<file path="src/rtl/debug_mem_reader_if.sv">
// Bundle of the three links the debug memory reader touches: the debug
// command side (start/busy/done), the data-memory debug read port and the
// UART transmitter byte handshake.
interface debug_mem_reader_if;
  // command side
  logic        start;
  logic        busy;
  logic        done;
  // data-memory debug read port
  logic        debug_on;
  logic        stop_debug;
  logic [31:0] debug_read_mem;
  logic [31:0] mem_debug_data;
  // UART transmitter
  logic [7:0]  tx_data;
  logic        tx_start;
  logic        tx_done;

  // The reader itself.
  modport master (
    input  start,
    input  mem_debug_data,
    input  tx_done,
    output busy,
    output done,
    output debug_on,
    output stop_debug,
    output debug_read_mem,
    output tx_data,
    output tx_start
  );

  // Everything around the reader (command decoder, memory stage, UART TX).
  modport slave (
    output start,
    output mem_debug_data,
    output tx_done,
    input  busy,
    input  done,
    input  debug_on,
    input  stop_debug,
    input  debug_read_mem,
    input  tx_data,
    input  tx_start
  );
endinterface

</file>
<file path="src/rtl/debug_mem_reader.sv">
// Debug memory dump engine: freezes the pipeline, walks N_WORDS addresses of
// the data memory through its debug read port and streams every word to the
// UART transmitter as four bytes, most significant byte first.
module debug_mem_reader #(
  parameter int unsigned N_WORDS   = 32,
  parameter logic [31:0] BASE_ADDR = 32'h0000_0000,
  parameter logic [31:0] ADDR_STEP = 32'h0000_0004,
  parameter int unsigned READ_LAT  = 1
) (
  input  logic clk,
  input  logic rst,
  debug_mem_reader_if.master bus
);

  typedef enum logic [2:0] {
    S_IDLE    = 3'd0,
    S_FREEZE  = 3'd1,
    S_ADDR    = 3'd2,
    S_CAPTURE = 3'd3,
    S_SEND    = 3'd4,
    S_WAIT_TX = 3'd5,
    S_FINISH  = 3'd6
  } state_t;

  // Index of the final word and final latency count, sized to their counters.
  localparam logic [15:0] LAST_WORD = 16'(N_WORDS - 1);
  localparam logic [2:0]  LAST_LAT  = 3'(READ_LAT - 1);

  // State and datapath registers
  state_t      r_state;
  logic [15:0] r_word_cnt;
  logic [1:0]  r_byte_cnt;
  logic [2:0]  r_lat_cnt;
  logic [31:0] r_shift;
  logic [31:0] r_addr;

  // Registered outputs
  logic [7:0]  r_tx_data;
  logic        r_tx_start;
  logic        r_busy;
  logic        r_done;
  logic        r_freeze;

  // Next-state values
  state_t      w_state_nxt;
  logic [15:0] w_word_nxt;
  logic [1:0]  w_byte_nxt;
  logic [2:0]  w_lat_nxt;
  logic [31:0] w_shift_nxt;
  logic [31:0] w_addr_nxt;

  // Next-state and datapath decisions for the dump sequence.
  always_comb begin
    w_state_nxt = r_state;
    w_word_nxt  = r_word_cnt;
    w_byte_nxt  = r_byte_cnt;
    w_lat_nxt   = r_lat_cnt;
    w_shift_nxt = r_shift;
    w_addr_nxt  = r_addr;

    case (r_state)
      S_IDLE: begin
        if (bus.start) begin
          w_state_nxt = S_FREEZE;
        end else begin
          w_state_nxt = S_IDLE;
        end
      end

      S_FREEZE: begin
        w_addr_nxt  = BASE_ADDR;
        w_word_nxt  = 16'd0;
        w_byte_nxt  = 2'd0;
        w_lat_nxt   = 3'd0;
        w_state_nxt = S_ADDR;
      end

      S_ADDR: begin
        // The address is held while the memory settles for READ_LAT cycles.
        if (r_lat_cnt == LAST_LAT) begin
          w_state_nxt = S_CAPTURE;
        end else begin
          w_lat_nxt = r_lat_cnt + 3'd1;
        end
      end

      S_CAPTURE: begin
        // Only point at which the returned memory word is sampled.
        w_shift_nxt = bus.mem_debug_data;
        w_byte_nxt  = 2'd0;
        w_state_nxt = S_SEND;
      end

      S_SEND: begin
        // tx_done seen in this cycle belongs to no outstanding byte.
        w_state_nxt = S_WAIT_TX;
      end

      S_WAIT_TX: begin
        if (bus.tx_done) begin
          w_shift_nxt = {r_shift[23:0], 8'h00};
          w_byte_nxt  = r_byte_cnt + 2'd1;
          if (r_byte_cnt != 2'd3) begin
            w_state_nxt = S_SEND;
          end else if (r_word_cnt == LAST_WORD) begin
            w_state_nxt = S_FINISH;
          end else begin
            // Address arithmetic wraps modulo 2^32 by construction.
            w_addr_nxt  = r_addr + ADDR_STEP;
            w_word_nxt  = r_word_cnt + 16'd1;
            w_lat_nxt   = 3'd0;
            w_state_nxt = S_ADDR;
          end
        end else begin
          w_state_nxt = S_WAIT_TX;
        end
      end

      S_FINISH: begin
        // Return everything to its idle values; a start here is dropped.
        w_addr_nxt  = BASE_ADDR;
        w_word_nxt  = 16'd0;
        w_byte_nxt  = 2'd0;
        w_lat_nxt   = 3'd0;
        w_shift_nxt = 32'h0000_0000;
        w_state_nxt = S_IDLE;
      end

      default: begin
        w_addr_nxt  = BASE_ADDR;
        w_word_nxt  = 16'd0;
        w_byte_nxt  = 2'd0;
        w_lat_nxt   = 3'd0;
        w_shift_nxt = 32'h0000_0000;
        w_state_nxt = S_IDLE;
      end
    endcase
  end

  // State and datapath registers, cleared asynchronously by rst.
  always_ff @(posedge clk or posedge rst) begin
    if (rst) begin
      r_state    <= S_IDLE;
      r_word_cnt <= 16'd0;
      r_byte_cnt <= 2'd0;
      r_lat_cnt  <= 3'd0;
      r_shift    <= 32'h0000_0000;
      r_addr     <= BASE_ADDR;
    end else begin
      r_state    <= w_state_nxt;
      r_word_cnt <= w_word_nxt;
      r_byte_cnt <= w_byte_nxt;
      r_lat_cnt  <= w_lat_nxt;
      r_shift    <= w_shift_nxt;
      r_addr     <= w_addr_nxt;
    end
  end

  // Outputs registered from the next state so each one is glitch-free and
  // lines up with the state it belongs to.
  always_ff @(posedge clk or posedge rst) begin
    if (rst) begin
      r_tx_data  <= 8'h00;
      r_tx_start <= 1'b0;
      r_busy     <= 1'b0;
      r_done     <= 1'b0;
      r_freeze   <= 1'b0;
    end else begin
      r_busy     <= (w_state_nxt != S_IDLE);
      r_freeze   <= (w_state_nxt != S_IDLE);
      r_done     <= (w_state_nxt == S_FINISH);
      r_tx_start <= (w_state_nxt == S_SEND);
      if (w_state_nxt == S_SEND) begin
        r_tx_data <= w_shift_nxt[31:24];
      end else if (w_state_nxt == S_IDLE) begin
        r_tx_data <= 8'h00;
      end else begin
        r_tx_data <= r_tx_data;
      end
    end
  end

  assign bus.tx_data        = r_tx_data;
  assign bus.tx_start       = r_tx_start;
  assign bus.busy           = r_busy;
  assign bus.done           = r_done;
  assign bus.debug_on       = r_freeze;
  assign bus.stop_debug     = r_freeze;
  assign bus.debug_read_mem = r_addr;

endmodule
</file>
<file path="src/flat_wrapper.sv">
// flat-port wrapper written by rule: the top's interface ports become plain ports
module debug_mem_reader_flat 
#(
  parameter int unsigned N_WORDS   = 32,
  parameter logic [31:0] BASE_ADDR = 32'h0000_0000,
  parameter logic [31:0] ADDR_STEP = 32'h0000_0004,
  parameter int unsigned READ_LAT  = 1
)
  (clk, rst, bus_start, bus_mem_debug_data, bus_tx_done, bus_busy, bus_done, bus_debug_on, bus_stop_debug, bus_debug_read_mem, bus_tx_data, bus_tx_start);
  debug_mem_reader_if bus_i ();
  input  logic clk;
  input  logic rst;
  input wire logic [$bits(bus_i.start)-1:0] bus_start;
  input wire logic [$bits(bus_i.mem_debug_data)-1:0] bus_mem_debug_data;
  input wire logic [$bits(bus_i.tx_done)-1:0] bus_tx_done;
  output wire logic [$bits(bus_i.busy)-1:0] bus_busy;
  output wire logic [$bits(bus_i.done)-1:0] bus_done;
  output wire logic [$bits(bus_i.debug_on)-1:0] bus_debug_on;
  output wire logic [$bits(bus_i.stop_debug)-1:0] bus_stop_debug;
  output wire logic [$bits(bus_i.debug_read_mem)-1:0] bus_debug_read_mem;
  output wire logic [$bits(bus_i.tx_data)-1:0] bus_tx_data;
  output wire logic [$bits(bus_i.tx_start)-1:0] bus_tx_start;
  assign bus_i.start = bus_start;
  assign bus_i.mem_debug_data = bus_mem_debug_data;
  assign bus_i.tx_done = bus_tx_done;
  assign bus_busy = bus_i.busy;
  assign bus_done = bus_i.done;
  assign bus_debug_on = bus_i.debug_on;
  assign bus_stop_debug = bus_i.stop_debug;
  assign bus_debug_read_mem = bus_i.debug_read_mem;
  assign bus_tx_data = bus_i.tx_data;
  assign bus_tx_start = bus_i.tx_start;
  debug_mem_reader #(.N_WORDS(N_WORDS), .BASE_ADDR(BASE_ADDR), .ADDR_STEP(ADDR_STEP), .READ_LAT(READ_LAT)) u_core (.clk(clk), .rst(rst), .bus(bus_i));
endmodule
</file>
<file path="config.mk">
export PLATFORM = sky130hd
export DESIGN_NAME = debug_mem_reader_flat
export DESIGN_NICKNAME = d
export VERILOG_FILES = /design/src/rtl/debug_mem_reader_if.sv /design/src/rtl/debug_mem_reader.sv /design/src/flat_wrapper.sv
export SDC_FILE = /design/constraint.sdc
export NUM_CORES = 1
export LEC_CHECK = 0
export CAP_MARGIN = 15
export CORE_ASPECT_RATIO = 1.5
export CORE_MARGIN = 3
export CORE_UTILIZATION = 40
export CTS_CLUSTER_SIZE = 40
export DETAILED_ROUTE_END_ITERATION = 16
export PLACE_DENSITY_LB_ADDON = 0.1
export SYNTH_ARGS = -nofsm -noshare
export SYNTH_HDL_FRONTEND = slang
export SYNTH_SLANG_ARGS = --single-unit
</file>
<file path="constraint.sdc">
create_clock -name clk -period 4.1 [get_ports clk]
set_input_delay 0.82 -clock clk [delete_from_list [all_inputs] [get_ports clk]]
set_output_delay 0.82 -clock clk [all_outputs]
set_load 0.02 [all_outputs]
</file>
Yosys cells after proc, flatten, opt, wreduce, memory -nomap -nowiden
Index checks and enable logic that the tools add are counted.
- bits in registers: 99
- input port bits: 36
- output and inout bits: 45
- add/subtract/negate cells: 4
- eq/ne operators: 13
- muxes and demuxes: 25
- bitwise logic cells: 4
- reductions and logical operators: 13
- operator list (cell ; count):
    32-bit 2-to-1 mux ; 4
    32-bit case mux with 3 select lines ; 1
    32-bit case mux with 2 select lines ; 1
    16-bit 2-to-1 mux ; 3
    32-bit by 3-bit adder with 32-bit output, second input constant ; 1
    16-bit case mux with 2 select lines ; 1
    3-bit 2-to-1 mux ; 8
    3-bit case mux with 6 select lines ; 1
    16-bit by 1-bit adder with 16-bit output, second input constant ; 1
    16-bit by 5-bit == test with 1-bit output, second input constant ; 1
    8-bit 2-to-1 mux ; 2
    3-bit == test, second input constant ; 4
    2-bit inequality test, second input constant ; 5
    3-bit zero test ; 3
    3-bit case mux with 3 select lines ; 1
    4-bit OR reduction ; 2
    3-bit by 2-bit == test with 1-bit output, second input constant ; 2
    3-bit OR reduction ; 2
    5-bit AND reduction ; 1
    1-bit inverter ; 4
    2-bit case mux with 2 select lines ; 1
    2-bit AND reduction ; 2
    4-bit AND reduction ; 1
    3-bit by 1-bit adder with 3-bit output, second input constant ; 1
    6 further kinds ; 6

Logic depth before layout (Yosys ltp)
Gate-level depths: netlist (run 1).
- depth in word-level cells: 8
- depth in mapped cells: 9

Least setup slack after synthesis (run 1)
OpenSTA, ideal clock, no wires.
- path kind: input -> register
- start: in bus_tx_done
- end: reg u_core.r_addr[25], in the netlist u_core.bus.debug_read_mem[25]
- library setup time: 0.077 ns
- data arrival time: 2.162 ns
- required time: 4.023 ns
- path slack: 1.861 ns
- stages: 6
- buffers on the path: 1
- cells stage by stage: clkbuf_2 -> nand2_1 -> a211oi_4 -> o2111ai_2 -> or3_1 -> a21oi_1
- word-level cells in the longest chain between the ends: 2
- RTL lines (what ; RTL line ; text):
    from (decl) ; flat_wrapper.sv:15 ; input wire logic [$bits(bus_i.tx_done)-1:0] bus_tx_done;
    2-bit inequality test (no line) ; n/a ;
    4-bit AND reduction (no line) ; n/a ;
    to (signal assigned) ; debug_mem_reader.sv:155 ; r_addr <= w_addr_nxt;
    to (decl) ; debug_mem_reader.sv:35 ; logic [31:0] r_addr;
Every way passes these cells.
A chain may end at the register's enable or synchronous reset.

Worst setup path after layout (run 1)
- start: in bus_tx_done
- end: reg u_core.r_addr[16], in the netlist u_core.bus.debug_read_mem[16]
The elaborated chain is that of the path after synthesis.

==> results of run 1 <==
[layer usage]
| metal | vias to the layer above | GRT usage | part of all wire |
|---|---|---|---|
| li1 | 1866 | - | - |
| met1 | 1912 | 0.211 | 0.42 |
| met2 | 91 | 0.301 | 0.52 |
| met3 | 12 | 0.0382 | 0.042 |
| met4 | 0 | 0.0675 | 0.017 |
| met5 | - | 0 | 0 |
[flip-flops by register name, summed over array words and instances, names as in the netlist]
signal and flops:
u_core.r_shift 32, u_core.bus.debug_read_mem 30, u_core.r_word_cnt 16, u_core.bus.tx_data 8
u_core.r_lat_cnt 3, u_core.r_state 3, u_core.r_byte_cnt 2, u_core.bus.busy 1
u_core.bus.done 1, u_core.bus.tx_start 1
[layout by cell type, fill, tap and decap left out, drive strengths merged, types with 10 or more instances in the layout]
master         Yosys  final
dfrtp             97     97
clkdlybuf4s50      0     78
nand2             44     44
o21ai             33     33
inv               25     29
a21oi             26     26
nor2              22     22
or3               21     21
a222oi            16     16
a22o              16     16
xor2              13     13
nand4             13     13
nand3             10     10
o211ai            10     10
o2111ai           10     10
[cell families after synthesis]
logic type                 count (synthesis)  share of synthesized area
and+or+nand+nor                          155                      0.179
AOI/OAI and AO/OA                        141                      0.215
DFF                                       97                      0.506
buffers and inverters                     56                     0.0571
xor gates and xnor gates                  14                     0.0255
adders and majority gates                  5                     0.0130
muxes                                      2                    0.00417
other                                      1                   0.000781
[power by group]
group | switching (mW) | internal, mW
clock | 0.398 | 0.424
sequential | 0.180 | 1.20
combinational | 0.698 | 0.463
total | 1.28 | 2.09
[layout make-up]
class	instances	share of cell area
clock buffers	9	0.0380
clock inverters	7	0.0103
inverters	25	0.0162
multi-input cells	319	0.356
flip-flops and latches	97	0.409
well taps	150	0.0316
repair buffers	84	0.139
[critical path, stage by stage]
cell             delay, ns
clkdlybuf4s50_1       0.62
nand2_1               0.20
a21oi_4               0.40
o21ai_2               0.36
or4_1                 0.59
a21oi_1               0.15
[worst min-delay path by stage]
stage,from,to,slack [ns],depth (start not counted)
after floorplan,u_core.r_shift[24]$_DFF_PP0_,u_core.r_shift[24]$_DFF_PP0_,0.45,1
after global routing,u_core.r_shift[29]$_DFF_PP0_,u_core.r_shift[29]$_DFF_PP0_,0.51,1
after global placement,u_core.r_shift[29]$_DFF_PP0_,u_core.r_shift[29]$_DFF_PP0_,0.46,1
final,u_core.r_shift[30]$_DFF_PP0_,u_core.r_shift[30]$_DFF_PP0_,0.48,1
after detailed placement,u_core.r_shift[29]$_DFF_PP0_,u_core.r_shift[29]$_DFF_PP0_,0.46,1
after CTS,u_core.r_shift[31]$_DFF_PP0_,u_core.r_shift[31]$_DFF_PP0_,0.48,1
==> impl_metrics.env, run 1 <==
export IMPL_layout_min_cycle_time_ns=2.88
export IMPL_synthFlopType="dfrtp_1"
export IMPL_cts_tree="yes"
export IMPL_drt_first_iter_violations=235
export IMPL_routed_wirelength_um=11200
export IMPL_hold_class="reg -> reg"
export IMPL_status="complete, no violations"
export IMPL_synthCells=471
export IMPL_clk_path_buf_depth=2
export IMPL_p_total_mw=3.36
export IMPL_power_density_mw_per_mm2=567
export IMPL_synth_edf_count=0
export IMPL_maxSlewViolCount=0
export IMPL_insertion_delay_ns=0.35
export IMPL_yosys_warnings=0
export IMPL_num_antenna_cells=0
export IMPL_post_route_period_util=0.703
export IMPL_die_h_um=140
export IMPL_stdcell_count=691
export IMPL_synth_top_area_share=0.506
export IMPL_utilization=0.512
export IMPL_worst_setup_path_end_kind="flop"
export IMPL_drc=0
export IMPL_setup_viol=0
export IMPL_holdBufCountCts=0
export IMPL_final_area_mm2=0.00593
export IMPL_syn_to_final_growth_pct=23.6
export IMPL_rr_endpoint="u_core.bus.debug_read_mem[18]$_DFFE_PP0P_"
export IMPL_num_vias=3881
export IMPL_setup_tns_final_ns=0
export IMPL_ys_types=59
export IMPL_ff2ff_path_depth=5
export IMPL_cp_arrival_ns=3.15
export IMPL_synth_area_leader_cell="dfrtp_1"
export IMPL_grt_pass1_wl_um=18500
export IMPL_leakagePower_nw=2.59
export IMPL_syn_area_per_cell_um2=10.2
export IMPL_rsz0062_at_grt="false"
export IMPL_synthTopCellsByArea="dfrtp_1 51%, nand2_1 3.4%, a222oi_1 3.3%"
export IMPL_synthesis_area_mm2=0.00480
export IMPL_postLayoutSetupSlackWorst_ns=1.22
export IMPL_place_congestion=0.799
export IMPL_die_area_mm2=0.0134
export IMPL_port_buffers=78
export IMPL_cts_buffers=9
export IMPL_irDropWorstVdd_mv=0.241
export IMPL_drv_cap=0
export IMPL_antenna_found_initial=0
export IMPL_core_rowCount=48
export IMPL_place_detailed_hpwl_um=7820
export IMPL_start_kind="input port"
export IMPL_yosysSeqAreaShare=0.506
export IMPL_multi_input_area_mm2=0.00211
export IMPL_dr_pass1_iters=5
export IMPL_grt_max_degree=58
export IMPL_fillers=1073
export IMPL_h_tree_depth=3
export IMPL_initial_core_util=0.414
export IMPL_synth_common_cells="97 x dfrtp_1, 43 x nand2_1, 32 x o21ai_0, 25 x a21oi_1, 25 x inv_1"
export IMPL_rr_startpoint="u_core.r_state[1]$_DFF_PP0_"
export IMPL_post_place_cells=675
export IMPL_fin_skew_ns=0.00807
export IMPL_clock_sinks=97
export IMPL_ant_nets=0
export IMPL_via_per_inst=5.62
export IMPL_detailed_place_area_mm2=0.00565
export IMPL_grt_pass1_vias=3813
export IMPL_die_w_um=95.4
export IMPL_r2r_setup_slack_ns=1.60
export IMPL_cp_required_ns=4.37
export IMPL_tightest_slew_ns=0.912
export IMPL_crit_start="bus_tx_done"
export IMPL_regArea_mm2=0.00243
export IMPL_slew_headroom=0.392
export IMPL_clockRootBuffer="clkbuf_16"
export IMPL_core_area_mm2=0.0116
export IMPL_cts_resized=0
export IMPL_path_clk_slew_ns=0.07
export IMPL_synth_seq_cells=97
export IMPL_drive_gt1_frac=0.0776
export IMPL_drt_wirelength_per_cell_um=16.2
export IMPL_synth_most_common_cell="dfrtp_1"
export IMPL_whs_ns=0.477
export IMPL_overflow=0
export IMPL_gr_usage_all_layers=0.175
export IMPL_endpoint="u_core.bus.debug_read_mem[16]$_DFFE_PP0P_"
export IMPL_ys_async_sr_fraction=1.00
export IMPL_postCtsSetupBuffers=0
export IMPL_hold_violations=0
export IMPL_pre_cts_ws_ns=0.859
export IMPL_ios=81
export IMPL_worstSetupPathType="in -> reg"
export IMPL_max_freq_mhz=347
export IMPL_crit_fanout=28
export IMPL_fin_nets=577
Power figures use the tool's default switching activity.
==> run 2: changes to the inputs <==
Clock period 4.1 ns to 2.74 ns, I/O delays scaled along.
==> run 2 against run 1 <==
  * Utilization rose by 0.93 points
  * Clock skew fell by 0.0018 ns
  * Combinational power rose by 60%
  * Count of clock-buffer cells in the layout did not move
  * Die area did not move
  * Global-route usage barely moved
  * First-iteration DRC count rose by 13%
  * Total power rose by 54%
  * Wire length rose by 1.0%
==> impl_metrics.env, run 2 (synthesized netlist as in run 1, its figures left out) <==
export IMPL_num_vias=3929
export IMPL_p_total_mw=5.19
export IMPL_h_tree_depth=3
export IMPL_fin_nets=587
export IMPL_fillers=1066
export IMPL_worst_setup_path_end_kind="flop"
export IMPL_overflow=0
export IMPL_final_common_cell="dfrtp_1"
export IMPL_top_usage_layer="met2"
export IMPL_cts_resized=0
export IMPL_ios=81
export IMPL_mostFrequentLayoutCells="97 x dfrtp_1, 78 x clkdlybuf4s50_1, 43 x nand2_1"
export IMPL_clk_path_buf_depth=2
export IMPL_tightest_slew_ns=1.07
export IMPL_met2_usage=0.309
export IMPL_drv_cap=0
export IMPL_max_freq_mhz=438
export IMPL_swShare=0.368
export IMPL_postCtsSetupBuffers=0
export IMPL_worstSetupPathType="reg -> reg"
export IMPL_status="complete, no violations"
export IMPL_drt_first_iter_violations=265
export IMPL_core_area_mm2=0.0116
export IMPL_comb_power_share=0.357
export IMPL_pwr_share_clk=0.247
export IMPL_cts_tree="yes"
export IMPL_regMostFlops="u_core.r_shift"
export IMPL_clockRootBuffer="clkbuf_16"
export IMPL_p_seq_frac=0.396
export IMPL_num_antenna_cells=0
export IMPL_grt_max_degree=98
export IMPL_power_density_mw_per_mm2=860
export IMPL_cp_required_ns=3.01
export IMPL_p_int_mw=3.28
export IMPL_crit_fanout=17
export IMPL_hold_violations=0
export IMPL_cts_buffers=9
export IMPL_grt_pass1_vias=3842
export IMPL_holdBufCountCts=0
export IMPL_initial_core_util=0.414
export IMPL_syn_to_final_growth_pct=25.9
export IMPL_drt_wirelength_per_cell_um=16.1
export IMPL_maxSlewViolCount=0
export IMPL_leakagePower_nw=2.65
export IMPL_grt_pass1_wl_um=18800
export IMPL_grtUsageMet1=0.210
export IMPL_place_congestion=0.826
export IMPL_drc=0
export IMPL_gr_usage_all_layers=0.176
export IMPL_clock_sinks=97
export IMPL_die_w_um=95.4
export IMPL_port_buffers=78
export IMPL_rsz0062_at_grt="false"
export IMPL_post_route_period_util=0.834
export IMPL_power_switching_mw=1.91
export IMPL_setup_tns_final_ns=0
export IMPL_drive_gt1_frac=0.0944
export IMPL_place_detailed_hpwl_um=7900
export IMPL_ant_nets=0
export IMPL_cp_arrival_ns=2.56
export IMPL_antenna_found_initial=0
export IMPL_path_clk_slew_ns=0.07
export IMPL_layout_min_cycle_time_ns=2.29
export IMPL_met3_usage=0.0333
export IMPL_insertion_delay_ns=0.34
export IMPL_fin_skew_ns=0.00627
export IMPL_start_kind="flop"
export IMPL_slew_headroom=0.286
export IMPL_via_per_inst=5.60
export IMPL_setup_viol=0
export IMPL_routed_wirelength_um=11300
export IMPL_core_rowCount=48
export IMPL_largest_reg_flops=32
export IMPL_die_area_mm2=0.0134
export IMPL_dr_pass1_iters=5
export IMPL_irDropWorstVdd_mv=0.368
export IMPL_die_h_um=140
export IMPL_hold_class="reg -> reg"
[run 2: cell type report]
class                   count  area (µm²)  area share
flip-flops and latches     97        2430       0.402
clock buffers               9         225      0.0373
repair buffers             94         913       0.151
clock inverters             7        80.1      0.0133
multi-input cells         319        2110       0.349
inverters                  25        97.6      0.0162
well taps                 150         188      0.0311
[run 2: power groups by stage]
stage	Sequential (mW)	Combinational, mW	Clock, mW
6_report	2.05	1.86	1.28
3_3_place_gp	2.06	1.84	0
3_5_place_dp	2.07	1.89	0
4_1_cts	2.05	1.89	1.32
5_1_grt	2.10	2.05	1.38
2_1_floorplan	2.09	1.28	0
[run 2: metrics by stage]
step / hold WS [ns] / cells / setup slack (ns) / area, µm² / utilization
6_report: 0.477 / 701 / 0.455 / 6040 / 0.521
5_1_grt: 0.508 / 701 / 0.218 / 6040 / 0.521
4_1_cts: 0.483 / 701 / 0.450 / 6040 / 0.521
3_5_place_dp: 0.466 / 685 / 0.110 / 5740 / 0.495
3_3_place_gp: 0.456 / 685 / 0.143 / 5740 / 0.495
2_1_floorplan: 0.445 / 472 / 0.766 / 4810 / -
[run 2: layer usage]
metal  vias to the layer above  part of all wire
met1                      1958              0.41
li1                       1890                 -
met5                         -                 0
met2                        74              0.54
met3                         7             0.033
met4                         0             0.012
[run 2: worst max-delay path, stage by stage, from the launching register on]
cell and delay (ns):
dfrtp_1 0.63, mux2i_1 0.28, a21oi_4 0.29, buf_4 0.17, o211ai_1 0.23, or4_1 0.46, a21oi_1 0.16
[run 2: final timing paths]
path                                         startpoint                          endpoint  slack, ns  depth (start not counted)
max                         u_core.r_state[0]$_DFF_PP0_  u_core.r_word_cnt[9]$_DFFE_PP0P_       0.45                          6
min                        u_core.r_shift[28]$_DFF_PP0_      u_core.r_shift[28]$_DFF_PP0_       0.48                          1
max reg2reg                 u_core.r_state[0]$_DFF_PP0_  u_core.r_word_cnt[9]$_DFFE_PP0P_       0.45                          6
min reg2reg                u_core.r_shift[28]$_DFF_PP0_      u_core.r_shift[28]$_DFF_PP0_       0.48                          1
max in group asynchronous                           rst      u_core.r_shift[24]$_DFF_PP0_       1.66                          3
min in group asynchronous                           rst    u_core.r_shift[15]$_DFFE_PP0P_       0.68                          3
